### src/rtl/alu_mdu_if.sv
// alu_mdu request/result bundle.
// Master issues ops, slave returns results.
interface alu_mdu_if #(
  parameter int WIDTH = 32
);
  logic             start;
  logic [2:0]       op;
  logic [WIDTH-1:0] busA;
  logic [WIDTH-1:0] busB;
  logic             busy;
  logic             done;
  logic [WIDTH-1:0] lo;
  logic [WIDTH-1:0] hi;
  logic             zero;
  logic             ovf;

  modport master (
    output start, op, busA, busB,
    input  busy, done, lo, hi, zero, ovf
  );

  modport slave (
    input  start, op, busA, busB,
    output busy, done, lo, hi, zero, ovf
  );
endinterface

### src/rtl/alu_mdu.sv
// EX-stage ALU with iterative unsigned mul/div.
// Single-cycle ALU ops; MULTU/DIVU take WIDTH cycles.
module alu_mdu #(
  parameter int WIDTH = 32,
  parameter int CNT_W = 6
) (
  input logic   clk,
  input logic   rst,
  alu_mdu_if.slave io
);
  typedef enum logic [1:0] {IDLE, MUL, DIV} state_t;

  localparam logic [2:0] OP_ADD = 3'b000;
  localparam logic [2:0] OP_SUB = 3'b001;
  localparam logic [2:0] OP_OR  = 3'b010;
  localparam logic [2:0] OP_AND = 3'b011;
  localparam logic [2:0] OP_SLT = 3'b100;
  localparam logic [2:0] OP_MUL = 3'b101;
  localparam logic [2:0] OP_DIV = 3'b110;

  state_t           state_q, state_d;
  logic [WIDTH-1:0] acc_q, acc_d;
  logic [WIDTH-1:0] sh_q, sh_d;
  logic [WIDTH-1:0] opr_q, opr_d;
  logic [CNT_W-1:0] cnt_q, cnt_d;
  logic [WIDTH-1:0] lo_q, lo_d;
  logic [WIDTH-1:0] hi_q, hi_d;
  logic             zero_q, zero_d;
  logic             ovf_q, ovf_d;
  logic             done_q, done_d;

  logic [WIDTH-1:0] a, b, sum, diff;
  logic             ovf_add, ovf_sub, slt;
  logic [WIDTH:0]   mul_sum, div_try, div_sub;
  logic [WIDTH-1:0] mul_hi, mul_lo, div_rem, div_quo;
  logic             div_ge, last;

  assign a = io.busA;
  assign b = io.busB;

  // Single-cycle ALU results and one mul/div iteration step
  always_comb begin
    sum     = a + b;
    diff    = a - b;
    ovf_add = (a[WIDTH-1] == b[WIDTH-1]) && (sum[WIDTH-1] != a[WIDTH-1]);
    ovf_sub = (a[WIDTH-1] != b[WIDTH-1]) && (diff[WIDTH-1] != a[WIDTH-1]);
    slt     = $signed(a) < $signed(b);
    mul_sum = {1'b0, acc_q} + (sh_q[0] ? {1'b0, opr_q} : '0);
    mul_hi  = mul_sum[WIDTH:1];
    mul_lo  = {mul_sum[0], sh_q[WIDTH-1:1]};
    div_try = {acc_q, sh_q[WIDTH-1]};
    div_sub = div_try - {1'b0, opr_q};
    div_ge  = !div_sub[WIDTH];
    div_rem = div_ge ? div_sub[WIDTH-1:0] : div_try[WIDTH-1:0];
    div_quo = {sh_q[WIDTH-2:0], div_ge};
    last    = (cnt_q == CNT_W'(WIDTH - 1));
  end

  // Next-state, iteration and result update
  always_comb begin
    state_d = state_q;
    acc_d   = acc_q;
    sh_d    = sh_q;
    opr_d   = opr_q;
    cnt_d   = cnt_q;
    lo_d    = lo_q;
    hi_d    = hi_q;
    zero_d  = zero_q;
    ovf_d   = ovf_q;
    done_d  = 1'b0;
    unique case (state_q)
      IDLE: begin
        if (io.start) begin
          unique case (io.op)
            OP_ADD: begin
              lo_d   = sum;
              zero_d = (sum == '0);
              ovf_d  = ovf_add;
              done_d = 1'b1;
            end
            OP_SUB: begin
              lo_d   = diff;
              zero_d = (diff == '0);
              ovf_d  = ovf_sub;
              done_d = 1'b1;
            end
            OP_OR: begin
              lo_d   = a | b;
              zero_d = ((a | b) == '0);
              ovf_d  = 1'b0;
              done_d = 1'b1;
            end
            OP_AND: begin
              lo_d   = a & b;
              zero_d = ((a & b) == '0);
              ovf_d  = 1'b0;
              done_d = 1'b1;
            end
            OP_SLT: begin
              lo_d   = {{(WIDTH-1){1'b0}}, slt};
              zero_d = !slt;
              ovf_d  = 1'b0;
              done_d = 1'b1;
            end
            OP_MUL: begin
              opr_d   = a;
              sh_d    = b;
              acc_d   = '0;
              cnt_d   = '0;
              state_d = MUL;
            end
            OP_DIV: begin
              if (b == '0) begin
                lo_d   = '1;
                hi_d   = a;
                zero_d = 1'b0;
                ovf_d  = 1'b0;
                done_d = 1'b1;
              end else begin
                opr_d   = b;
                sh_d    = a;
                acc_d   = '0;
                cnt_d   = '0;
                state_d = DIV;
              end
            end
            default: done_d = 1'b1;
          endcase
        end
      end
      MUL: begin
        acc_d = mul_hi;
        sh_d  = mul_lo;
        cnt_d = cnt_q + CNT_W'(1);
        if (last) begin
          hi_d    = mul_hi;
          lo_d    = mul_lo;
          zero_d  = (mul_lo == '0);
          ovf_d   = 1'b0;
          done_d  = 1'b1;
          state_d = IDLE;
        end
      end
      DIV: begin
        acc_d = div_rem;
        sh_d  = div_quo;
        cnt_d = cnt_q + CNT_W'(1);
        if (last) begin
          hi_d    = div_rem;
          lo_d    = div_quo;
          zero_d  = (div_quo == '0);
          ovf_d   = 1'b0;
          done_d  = 1'b1;
          state_d = IDLE;
        end
      end
      default: state_d = IDLE;
    endcase
  end

  // State and result registers, synchronous reset
  always_ff @(posedge clk) begin
    if (rst) begin
      state_q <= IDLE;
      acc_q   <= '0;
      sh_q    <= '0;
      opr_q   <= '0;
      cnt_q   <= '0;
      lo_q    <= '0;
      hi_q    <= '0;
      zero_q  <= 1'b1;
      ovf_q   <= 1'b0;
      done_q  <= 1'b0;
    end else begin
      state_q <= state_d;
      acc_q   <= acc_d;
      sh_q    <= sh_d;
      opr_q   <= opr_d;
      cnt_q   <= cnt_d;
      lo_q    <= lo_d;
      hi_q    <= hi_d;
      zero_q  <= zero_d;
      ovf_q   <= ovf_d;
      done_q  <= done_d;
    end
  end

  assign io.busy = (state_q != IDLE);
  assign io.done = done_q;
  assign io.lo   = lo_q;
  assign io.hi   = hi_q;
  assign io.zero = zero_q;
  assign io.ovf  = ovf_q;
endmodule

### src/flat_wrapper.sv
// flat-port wrapper written by rule: the top's interface ports become plain ports
module alu_mdu_flat 
#(
  parameter int WIDTH = 32,
  parameter int CNT_W = 6
)
  (clk, rst, io_start, io_op, io_busA, io_busB, io_busy, io_done, io_lo, io_hi, io_zero, io_ovf);
  alu_mdu_if #(.WIDTH(WIDTH)) io_i ();
  input logic clk;
  input logic rst;
  input wire logic [$bits(io_i.start)-1:0] io_start;
  input wire logic [$bits(io_i.op)-1:0] io_op;
  input wire logic [$bits(io_i.busA)-1:0] io_busA;
  input wire logic [$bits(io_i.busB)-1:0] io_busB;
  output wire logic [$bits(io_i.busy)-1:0] io_busy;
  output wire logic [$bits(io_i.done)-1:0] io_done;
  output wire logic [$bits(io_i.lo)-1:0] io_lo;
  output wire logic [$bits(io_i.hi)-1:0] io_hi;
  output wire logic [$bits(io_i.zero)-1:0] io_zero;
  output wire logic [$bits(io_i.ovf)-1:0] io_ovf;
  assign io_i.start = io_start;
  assign io_i.op = io_op;
  assign io_i.busA = io_busA;
  assign io_i.busB = io_busB;
  assign io_busy = io_i.busy;
  assign io_done = io_i.done;
  assign io_lo = io_i.lo;
  assign io_hi = io_i.hi;
  assign io_zero = io_i.zero;
  assign io_ovf = io_i.ovf;
  alu_mdu #(.WIDTH(WIDTH), .CNT_W(CNT_W)) u_core (.clk(clk), .rst(rst), .io(io_i));
endmodule
### config.mk
export PLATFORM = sky130hd
export DESIGN_NAME = alu_mdu_flat
export DESIGN_NICKNAME = d
export VERILOG_FILES = /design/src/rtl/alu_mdu_if.sv /design/src/rtl/alu_mdu.sv /design/src/flat_wrapper.sv
export SDC_FILE = /design/constraint.sdc
export NUM_CORES = 1
export LEC_CHECK = 0
export CORE_AREA = 2 2 203 205
export DETAILED_ROUTE_END_ITERATION = 12
export DIE_AREA = 0 0 205 207
export PLACE_DENSITY_LB_ADDON = 0.3
export SYNTH_ARGS = -nofsm -noshare
export SYNTH_HDL_FRONTEND = slang
export SYNTH_SLANG_ARGS = --single-unit
### constraint.sdc
create_clock -name clk -period 5.13 [get_ports clk]
set_clock_uncertainty 0.15 [all_clocks]
set_input_delay 0.7695 -clock clk [delete_from_list [all_inputs] [get_ports clk]]
set_output_delay 0.7695 -clock clk [all_outputs]
set_load 0.1 [all_outputs]
---- Yosys cells after proc, flatten, opt, wreduce, memory -nomap -nowiden ----
Index checks and enable logic that the tools add are counted.
storage, ports and cells
  register bits ........................... 171
  bits of input ports ..................... 70
  output and inout port bits .............. 68
  logic and storage cells ................. 117
cells by class
  add/subtract/negate cells ............... 5
  $lt $le $gt $ge ......................... 1
  eq/ne operators ......................... 25
  multiplexer cells ....................... 48
  bitwise operators ....................... 2
  reductions and logical operators ........ 26
operators by type and width
  operator                                                                 count
  32-bit two-way mux                                                       16
  32-bit case mux with 3 select lines                                      4
  32-bit zero test                                                         7
  32-bit case mux with 2 select lines                                      3
  32-bit case mux with 6 select lines                                      1
  32-bit by 33-bit adder with 33-bit output                                1
  33-bit by 32-bit subtractor with 33-bit output                           1
  32-bit adder                                                             1
  32-bit bitwise AND                                                       1
  32-bit less-than comparator                                              1
  32-bit OR                                                                1
  32-bit subtractor                                                        1
  6-bit case mux with 2 select lines                                       2
  4-bit AND reduction                                                      4
  6-bit two-way mux                                                        2
  6-bit AND reduction                                                      2
  3-bit equality test, second input constant                               3
  1-bit two-way mux                                                        9
  2-bit by 1-bit inequality test with 1-bit output, second input constant  4
  2-bit case mux with 2 select lines                                       2
  7-bit inequality test, second input constant                             1
  6-bit by 1-bit adder with 6-bit output, second input constant            1
  3-bit by 2-bit equality test with 1-bit output, second input constant    2
  6-bit by 5-bit equality test with 1-bit output, second input constant    1
  23 further kinds                                                         36

---- Longest topological paths before layout ----
Gate-level depths: netlist of run 1.
  word-level depth ........................ 6
  depth in mapped cells ................... 17

---- Worst setup path before layout of run 1 ----
Ideal clock, no wire load.
  path kind ............................... input to register
  start point ............................. in io_busA[0]
  end point ............................... reg u_core.zero_q (netlist: u_core.io.zero)
  arrival time ............................ 3.969 ns
  setup slack ............................. 0.951 ns
  stages on the path ...................... 14
  buffers on the path ..................... 0
  cell sequence ........................... inv_1 > ha_1 > fa_1 > o21ba_1 > or4_4 > a311oi_2 > o2111a_2 > or2_4 > o2bb2ai_4 > a2111oi_2 > or3_1 > a211o_1 > a2111oi_2 > o32a_1
on the way
  cells in the longest elaborated chain, start to end .. 5
  elaborated cells between the ends (all ways) .. 13
  those cells by class .................... add/sub (2); order compare (1); mux (3); bitwise (2); reduce/logical (5)
ends and longest elaborated chain
  item                                             line                text
  start, declared                                  flat_wrapper.sv:13  input wire logic [$bits(io_i.busA)-1:0] io_busA;
  32-bit subtractor, or another cell as far along  alu_mdu.sv:44       diff = a - b;
  32-bit zero test, or another cell as far along   alu_mdu.sv:83       zero_d = (diff == '0);
  1-bit case mux with 6 select lines (*)           alu_mdu.sv:74       unique case (io.op)
  1-bit two-way mux (*)                            alu_mdu.sv:73       if (io.start) begin
  1-bit case mux with 3 select lines (*)           alu_mdu.sv:71       unique case (state_q)
  end signal, assigned                             alu_mdu.sv:182      zero_q <= zero_d;
  end, declared                                    alu_mdu.sv:28       logic zero_q, zero_d;
Mark *: on every way between the ends. The rest lies on a longest branch, timed or not. The select of a mux whose other input is x is not followed.
A chain may end at the register's enable or synchronous reset.

---- Final worst setup path of run 1 ----
  start point ............................. reg u_core.sh_q[31]
  end point ............................... reg u_core.hi_q[17] (netlist: u_core.io.hi[17])
on the way
  cells in the longest elaborated chain, start to end .. 4
ends and longest elaborated chain
  item                                            line            text
  start, declared                                 alu_mdu.sv:23   logic [WIDTH-1:0] sh_q, sh_d;
  start signal, assigned                          alu_mdu.sv:166  sh_q <= '0;
  start signal, assigned                          alu_mdu.sv:177  sh_q <= sh_d;
  33-bit by 32-bit subtractor with 33-bit output  alu_mdu.sv:52   div_sub = div_try - {1'b0, opr_q};
  32-bit two-way mux                              alu_mdu.sv:54   div_rem = div_ge ? div_sub[WIDTH-1:0] : div_try[WIDTH-1:0];
  32-bit two-way mux                              alu_mdu.sv:148  if (last) begin
  32-bit case mux with 3 select lines             alu_mdu.sv:71
  end signal, assigned                            alu_mdu.sv:181  hi_q <= hi_d;
  end, declared                                   alu_mdu.sv:27   logic [WIDTH-1:0] hi_q, hi_d;
Every way passes these cells. The select of a mux whose other input is x is not followed.

==> run metrics, run 1 <==
most frequent cells in the layout=nand2_1 (257), a21oi_1 (216), nor2_1 (185); Synth Warn #=0; total congestion overflow=0; count of cell types in the netlist=slightly above 100; vias in the first global route=between 15,000 and 20,000; setup slack, reg-to-reg=490 ps; sequential power share=0.268; Reg area=3420 µm²; critical path startpoint category=flip-flop; Syn Inst Count=approximately 2,500; Fin Hold WS=303 ps; Post-synth EDFFs=0; syn avg cell area=approximately 7.2 µm²; final setup fails=0; Reg-to-Reg End=u_core.io.hi[17]$_SDFFE_PP0P_; setup bufs post-CTS=0; die width=roughly 200 µm; Slew HR=0.330; post-CTS sizing=0; synthesized flop and latch total=about 170; largest net degree at the start of global routing=76; Ports=roughly 140; main flop type after synthesis=dfxtp_1; Critical Path End=u_core.io.hi[17]$_SDFFE_PP0P_; MaxCap Viol Count=0; CTS Buffer Depth=2; clock sinks=roughly 170; R2R cell count=16; Tmin final=between 4000 and 5000 ps; ranking of synthesized cells by area=dfxtp_1 (19%), ha_1 (12%), a21oi_1 (6.0%); multi-input logic area=between 10,000 and 15,000 µm²; Crit. End Element=flip-flop; unrepaired setup endpoints after global routing=false; via count=around 20,000; synthesis-to-finish area growth=17.8%; CP Class=flip-flop to flip-flop; clk_lat worst skew=450 ps; nets@finish=approximately 2,900; Post-Syn Area=around 18,000 µm²; CP max FO=6; Max IR drop VDD=0.229 mV; Logic pwr share=0.520; worst hold path type=flip-flop to flip-flop; DP Worst Slack=110 ps; # rows=74; Clock power frac=0.212; clock root buffer=clkbuf_16; clock-pin slew on the worst setup and hold paths=about 70 ps; first-pass GRT wire length=about 120 mm; final setup margin=between 400 and 500 ps; Placer Congestion=~1.1; die area=between 40,000 and 50,000 µm²; H-tree depth=4; drt pass-1 iters=5; Final HPWL DP=60.6 mm; Net Sw Frac=0.480; Fillers=a little over 4,000; fin area=~21,000 µm²; Max Fclk=215 MHz; CP Data Arrival Time=approximately 4900 ps; endpoints failing hold=0; Post-CTS Hold Buffers=0; Setup TNS Final=0 ps; post-route ant nets=0; I/O Buffers=approximately 140; Die Span Y=about 210 µm; DR WL/cell=about 24 µm; CTS tree=done; Tcrit/Tclk final=0.905; initial antenna violation count=2; DRC=0; WP data required=roughly 5400 ps; Final Core Density=0.524; Worst Tran Pin Value=between 1000 and 1500 ps; final WL=approximately 78 mm; sequential cell area fraction in the yosys report=0.190; NetSw=just under 3 mW; Highest Signal Layer=met4; WL met1=between 30 and 40 mm; Synth Net Count=approximately 2,700; fin. max-slew vios=0; Met2 Routed Length=between 30 and 40 mm; core area=roughly 40,000 µm²; Crit Reg-Reg Startpoint=u_core.sh_q[31]$_SDFFE_PP0P_; starting density of the core=0.445; start point of the critical path=u_core.sh_q[31]$_SDFFE_PP0P_; DR iter-0 viols=between 2,000 and 2,500; Async SR Flop Fraction=0; Internal Power=3.17 mW; Synth top area share=0.190; Pwr Density=288 nW/µm²; commonest non-fill, non-tap cell in the layout=nand2_1; area leader, netlist=dfxtp_1; dpl cell area=roughly 21,000 µm²; vias per cell=around 6.4; status=finished clean; All-Layer GR Usage=0.357; Num CTS Buffers=17; layout cells sized above 1=0.100; routed wl met3=6.38 mm; static leakage=between 8 and 9 nW
-- power by group through the flow --
stage	Sequential, mW	Clock (mW)	Combinational [mW]
3_5_place_dp	1.66	0	3.10
4_1_cts	1.63	1.30	3.11
3_3_place_gp	1.66	0	3.08
5_1_grt	1.64	1.35	3.35
2_1_floorplan	2.20	0	1.50
6_report	1.64	1.29	3.17
-- through the flow --
step	power (mW)	std cells
finish	6.10	3201
detailed placement	4.75	3167
global route	6.34	3201
floorplan	3.70	2484
global placement	4.74	3167
CTS	6.04	3199
-- cell type report --
class,count,area share
multi-input combinational,1987,0.624
sequential,171,0.162
timing repair buffer,316,0.128
tap,532,0.0314
inverter,161,0.0285
clock buffer,21,0.0222
clock inverter,11,0.00437
antenna,2,0.000236
-- Yosys cell counts (23+ instances only) --
master    count
a21oi_1     217
xor2_1       28
nor4_1       55
nand4_1      26
nand2b_1     30
a21o_1       43
and2_1       43
o211ai_1     39
ha_1        166
xnor2_1      58
nand2_1     258
clkbuf_1    129
a311oi_1     39
nor2_1      187
nor3_1       41
a31oi_1      54
mux2i_1      41
dfxtp_1     171
o21ai_0     160
a211oi_1     24
inv_1       156
a22oi_1      26
a22o_1       23
nand3_1      97
-- worst max-delay path, cell delays in order, from the launching register on --
cell      delay [ps]
dfxtp_1          340
inv_1            170
ha_1             220
inv_1             60
fa_1             440
a211oi_1         260
o21bai_1         170
o311ai_1         320
buf_4            200
a21oi_1          100
o311a_1          380
nand2b_1         160
a22o_1           290
nor2_1           530
a222oi_1         270
a211o_1          370
a21oi_1          140
-- cell families after synthesis --
| family | count (synthesis) | synth area share |
|---|---|---|
| xor gates and xnor gates | 87 | 0.0428 |
| muxes | 55 | 0.0316 |
| and+or+nand+nor | 823 | 0.219 |
| adders and majority gates | 170 | 0.120 |
| buffers and inverters | 326 | 0.0774 |
| AOI/OAI and AO/OA | 852 | 0.318 |
| DFF | 171 | 0.190 |
-- how the worst min path moves through the flow --
stage | start | to | slack [ps] | depth (start not counted)
6_report | u_core.io.hi[11]$_SDFFE_PP0P_ | u_core.io.hi[11]$_SDFFE_PP0P_ | 300 | 2
5_1_grt | u_core.io.hi[11]$_SDFFE_PP0P_ | u_core.io.hi[11]$_SDFFE_PP0P_ | 310 | 2
4_1_cts | u_core.io.hi[11]$_SDFFE_PP0P_ | u_core.io.hi[11]$_SDFFE_PP0P_ | 310 | 2
3_5_place_dp | u_core.io.hi[11]$_SDFFE_PP0P_ | u_core.io.hi[11]$_SDFFE_PP0P_ | 300 | 2
3_3_place_gp | u_core.io.hi[21]$_SDFFE_PP0P_ | u_core.io.hi[21]$_SDFFE_PP0P_ | 290 | 2
2_1_floorplan | u_core.sh_q[31]$_SDFFE_PP0P_ | u_core.sh_q[31]$_SDFFE_PP0P_ | 310 | 2
-- sequential cells by signal, indices dropped and copies added (netlist names), 2 cells and up --
register,flops
u_core.sh_q,32
u_core.io.hi,32
u_core.acc_q,32
u_core.cnt_q,6
u_core.io.lo,32
u_core.state_q,2
u_core.opr_q,32
-- per-layer routing --
metal | vias up | track usage
li1 | 9467 | -
met2 | 1062 | 0.567
met4 | 0 | 0.153
met5 | - | 0
met1 | 9767 | 0.487
met3 | 159 | 0.0401
No activity file was read; power rests on OpenSTA's default activity.
==> run 2: changes to the inputs <==
CTS_BUF_LIST = sky130_fd_sc_hd__clkbuf_8   (was default)
clock period = 4 ns   (was 5.13 ns; I/O delays follow)
==> run 2 against run 1 <==
Sequential share of layout area shrank 2.2 points. Wire length grew 5.1%. Largest cell class unchanged. Power grew 32%.
==> run metrics, run 2 (same netlist as run 1, synthesis figures left out) <==
status=finished clean; CP Data Arrival Time=between 4000 and 5000 ps; CP Class=input port to flip-flop; drt pass-1 iters=8; die width=205 µm; via count=21,800; DR iter-0 viols=around 1,900; CP max FO=6; All-Layer GR Usage=0.371; Placer Congestion=around 1.0; fin. max-slew vios=0; vias in the first global route=between 20,000 and 25,000; final setup margin=roughly 1.5 ps; Clock power frac=0.144; DRC=0; post-route ant nets=0; commonest non-fill, non-tap cell in the layout=buf_4; CTS Buffer Depth=2; Slew HR=0.260; Final HPWL DP=between 60 and 70 mm; min-delay src=u_core.io.hi[11]$_SDFFE_PP0P_; clock-pin slew on the worst setup and hold paths=100 ps; CTS tree=done; Final Core Density=0.610; # rows=74; die area=between 40,000 and 50,000 µm²; most frequent cells in the layout=buf_4 (528), nand2_1 (257), a21oi_1 (207); first-pass GRT wire length=approximately 120 mm; DP Worst Slack=-1150 ps; Tmin final=between 3000 and 4000 ps; n_diodes=0; layout cells sized above 1=0.247; Internal Power=slightly above 4 mW; Tcrit/Tclk final=1.00; nets@finish=3,256; Reg area=between 3000 and 4000 µm²; total congestion overflow=0; final setup fails=0; endpoints failing hold=0; Die Span Y=between 200 and 250 µm; Reg-to-Reg End=u_core.io.hi[11]$_SDFFE_PP0P_; WP data required=around 4300 ps; placed cells=~3,500; unrepaired setup endpoints after global routing=true; DR WL/cell=around 23 µm; MaxCap Viol Count=0; final non-filler cell total=roughly 3,600; NetSw=about 3.9 mW; Crit Reg-Reg Startpoint=u_core.sh_q[31]$_SDFFE_PP0P_; end point of the worst hold path=u_core.io.hi[11]$_SDFFE_PP0P_; initial antenna violation count=1; sequential power share=0.260; I/O Buffers=about 140; clock sinks=about 170; multi-input logic area=14,000 µm²; largest net degree at the start of global routing=83; starting density of the core=0.445; Worst Tran Pin Value=between 1000 and 1500 ps; Hold Path Depth=2; clk_lat worst skew=510 ps; critical path startpoint category=input port; final WL=81.5 mm; Max Fclk=roughly 250 MHz; clock root buffer=clkbuf_8; Pwr Density=around 330 nW/µm²; vias per cell=around 6.1; Post-CTS Hold Buffers=0; synthesis-to-finish area growth=37.0%; R2R cell count=19; core area=slightly above 40,000 µm²; static leakage=approximately 11 nW; Fillers=around 3,700; Max IR drop VDD=0.236 mV; Total Power=between 8 and 9 mW; Ports=between 100 and 150; Num CTS Buffers=17; setup slack, reg-to-reg=about 20 ps; Logic pwr share=0.596; Crit. End Element=flip-flop; worst hold path type=flip-flop to flip-flop; Net Sw Frac=0.486; H-tree depth=4
==> run 2: what timing repair did <==
action / in CTS / in global routing
endpoints found under the setup margin: 68 / 58
cloned: 1 / 0
gates resized for setup: 68 / 120
pin swaps: 31 / 51
buffers inserted: 16 / 15
==> run 2: worst max-delay path by stage <==
stage / start / to / cells after the start
2_1_floorplan: io_busA[0] / u_core.io.zero$_SDFFE_PP1P_ / 14
3_3_place_gp: io_busB[3] / u_core.io.zero$_SDFFE_PP1P_ / 17
3_5_place_dp: io_busB[3] / u_core.io.zero$_SDFFE_PP1P_ / 17
4_1_cts: u_core.sh_q[31]$_SDFFE_PP0P_ / u_core.io.hi[11]$_SDFFE_PP0P_ / 19
5_1_grt: io_busA[14] / u_core.io.zero$_SDFFE_PP1P_ / 18
6_report: io_busA[13] / u_core.io.zero$_SDFFE_PP1P_ / 17
==> run 2: critical path, cell delays in order <==
cell             delay (ps)
clkdlybuf4s50_1         540
inv_1                   110
ha_4                    310
buf_4                   150
inv_1                    50
a21oi_1                 130
o31ai_1                 130
o21a_1                  260
or2_4                   290
buf_4                   150
o2bb2ai_4               140
a2111oi_4               320
buf_4                   170
o21ai_1                  70
a211o_1                 330
a2111oi_4               370
o32a_1                  200
==> run 2: power groups by stage <==
| stage | logic [mW] | clock network, mW | registers (mW) |
|---|---|---|---|
| 5_1_grt | 5.04 | 1.23 | 2.11 |
| 2_1_floorplan | 1.93 | 0 | 2.82 |
| 3_3_place_gp | 4.41 | 0 | 2.12 |
| 6_report | 4.80 | 1.16 | 2.10 |
| 3_5_place_dp | 4.43 | 0 | 2.12 |
| 4_1_cts | 4.58 | 1.17 | 2.08 |
==> run 2: cell type report <==
cell class	instances	area share
flip-flops and latches	171	0.139
multi-input cells	1987	0.569
clock inverters	13	0.00330
clock buffers	19	0.0106
repair buffers	678	0.226
inverters	161	0.0246
well taps	532	0.0270
==> run 2: per-layer routing <==
metal,vias up,GRT usage,part of all wire
met5,-,0,0.00020
met2,1163,0.586,0.45
met4,2,0.190,0.055
li1,10200,-,-
met3,216,0.0420,0.078
met1,10300,0.496,0.42
==> run 2: metrics by stage <==
| stage | TNS (ps) | hold WS (ps) | area, µm² |
|---|---|---|---|
| finish | 0 | 305 | 24600 |
| global route | -313 | 320 | 24600 |
| CTS | 0 | 309 | 24000 |
| detailed placement | -19610 | 295 | 23200 |
| global placement | -18960 | 290 | 23200 |
| floorplan | 0 | 308 | 18000 |
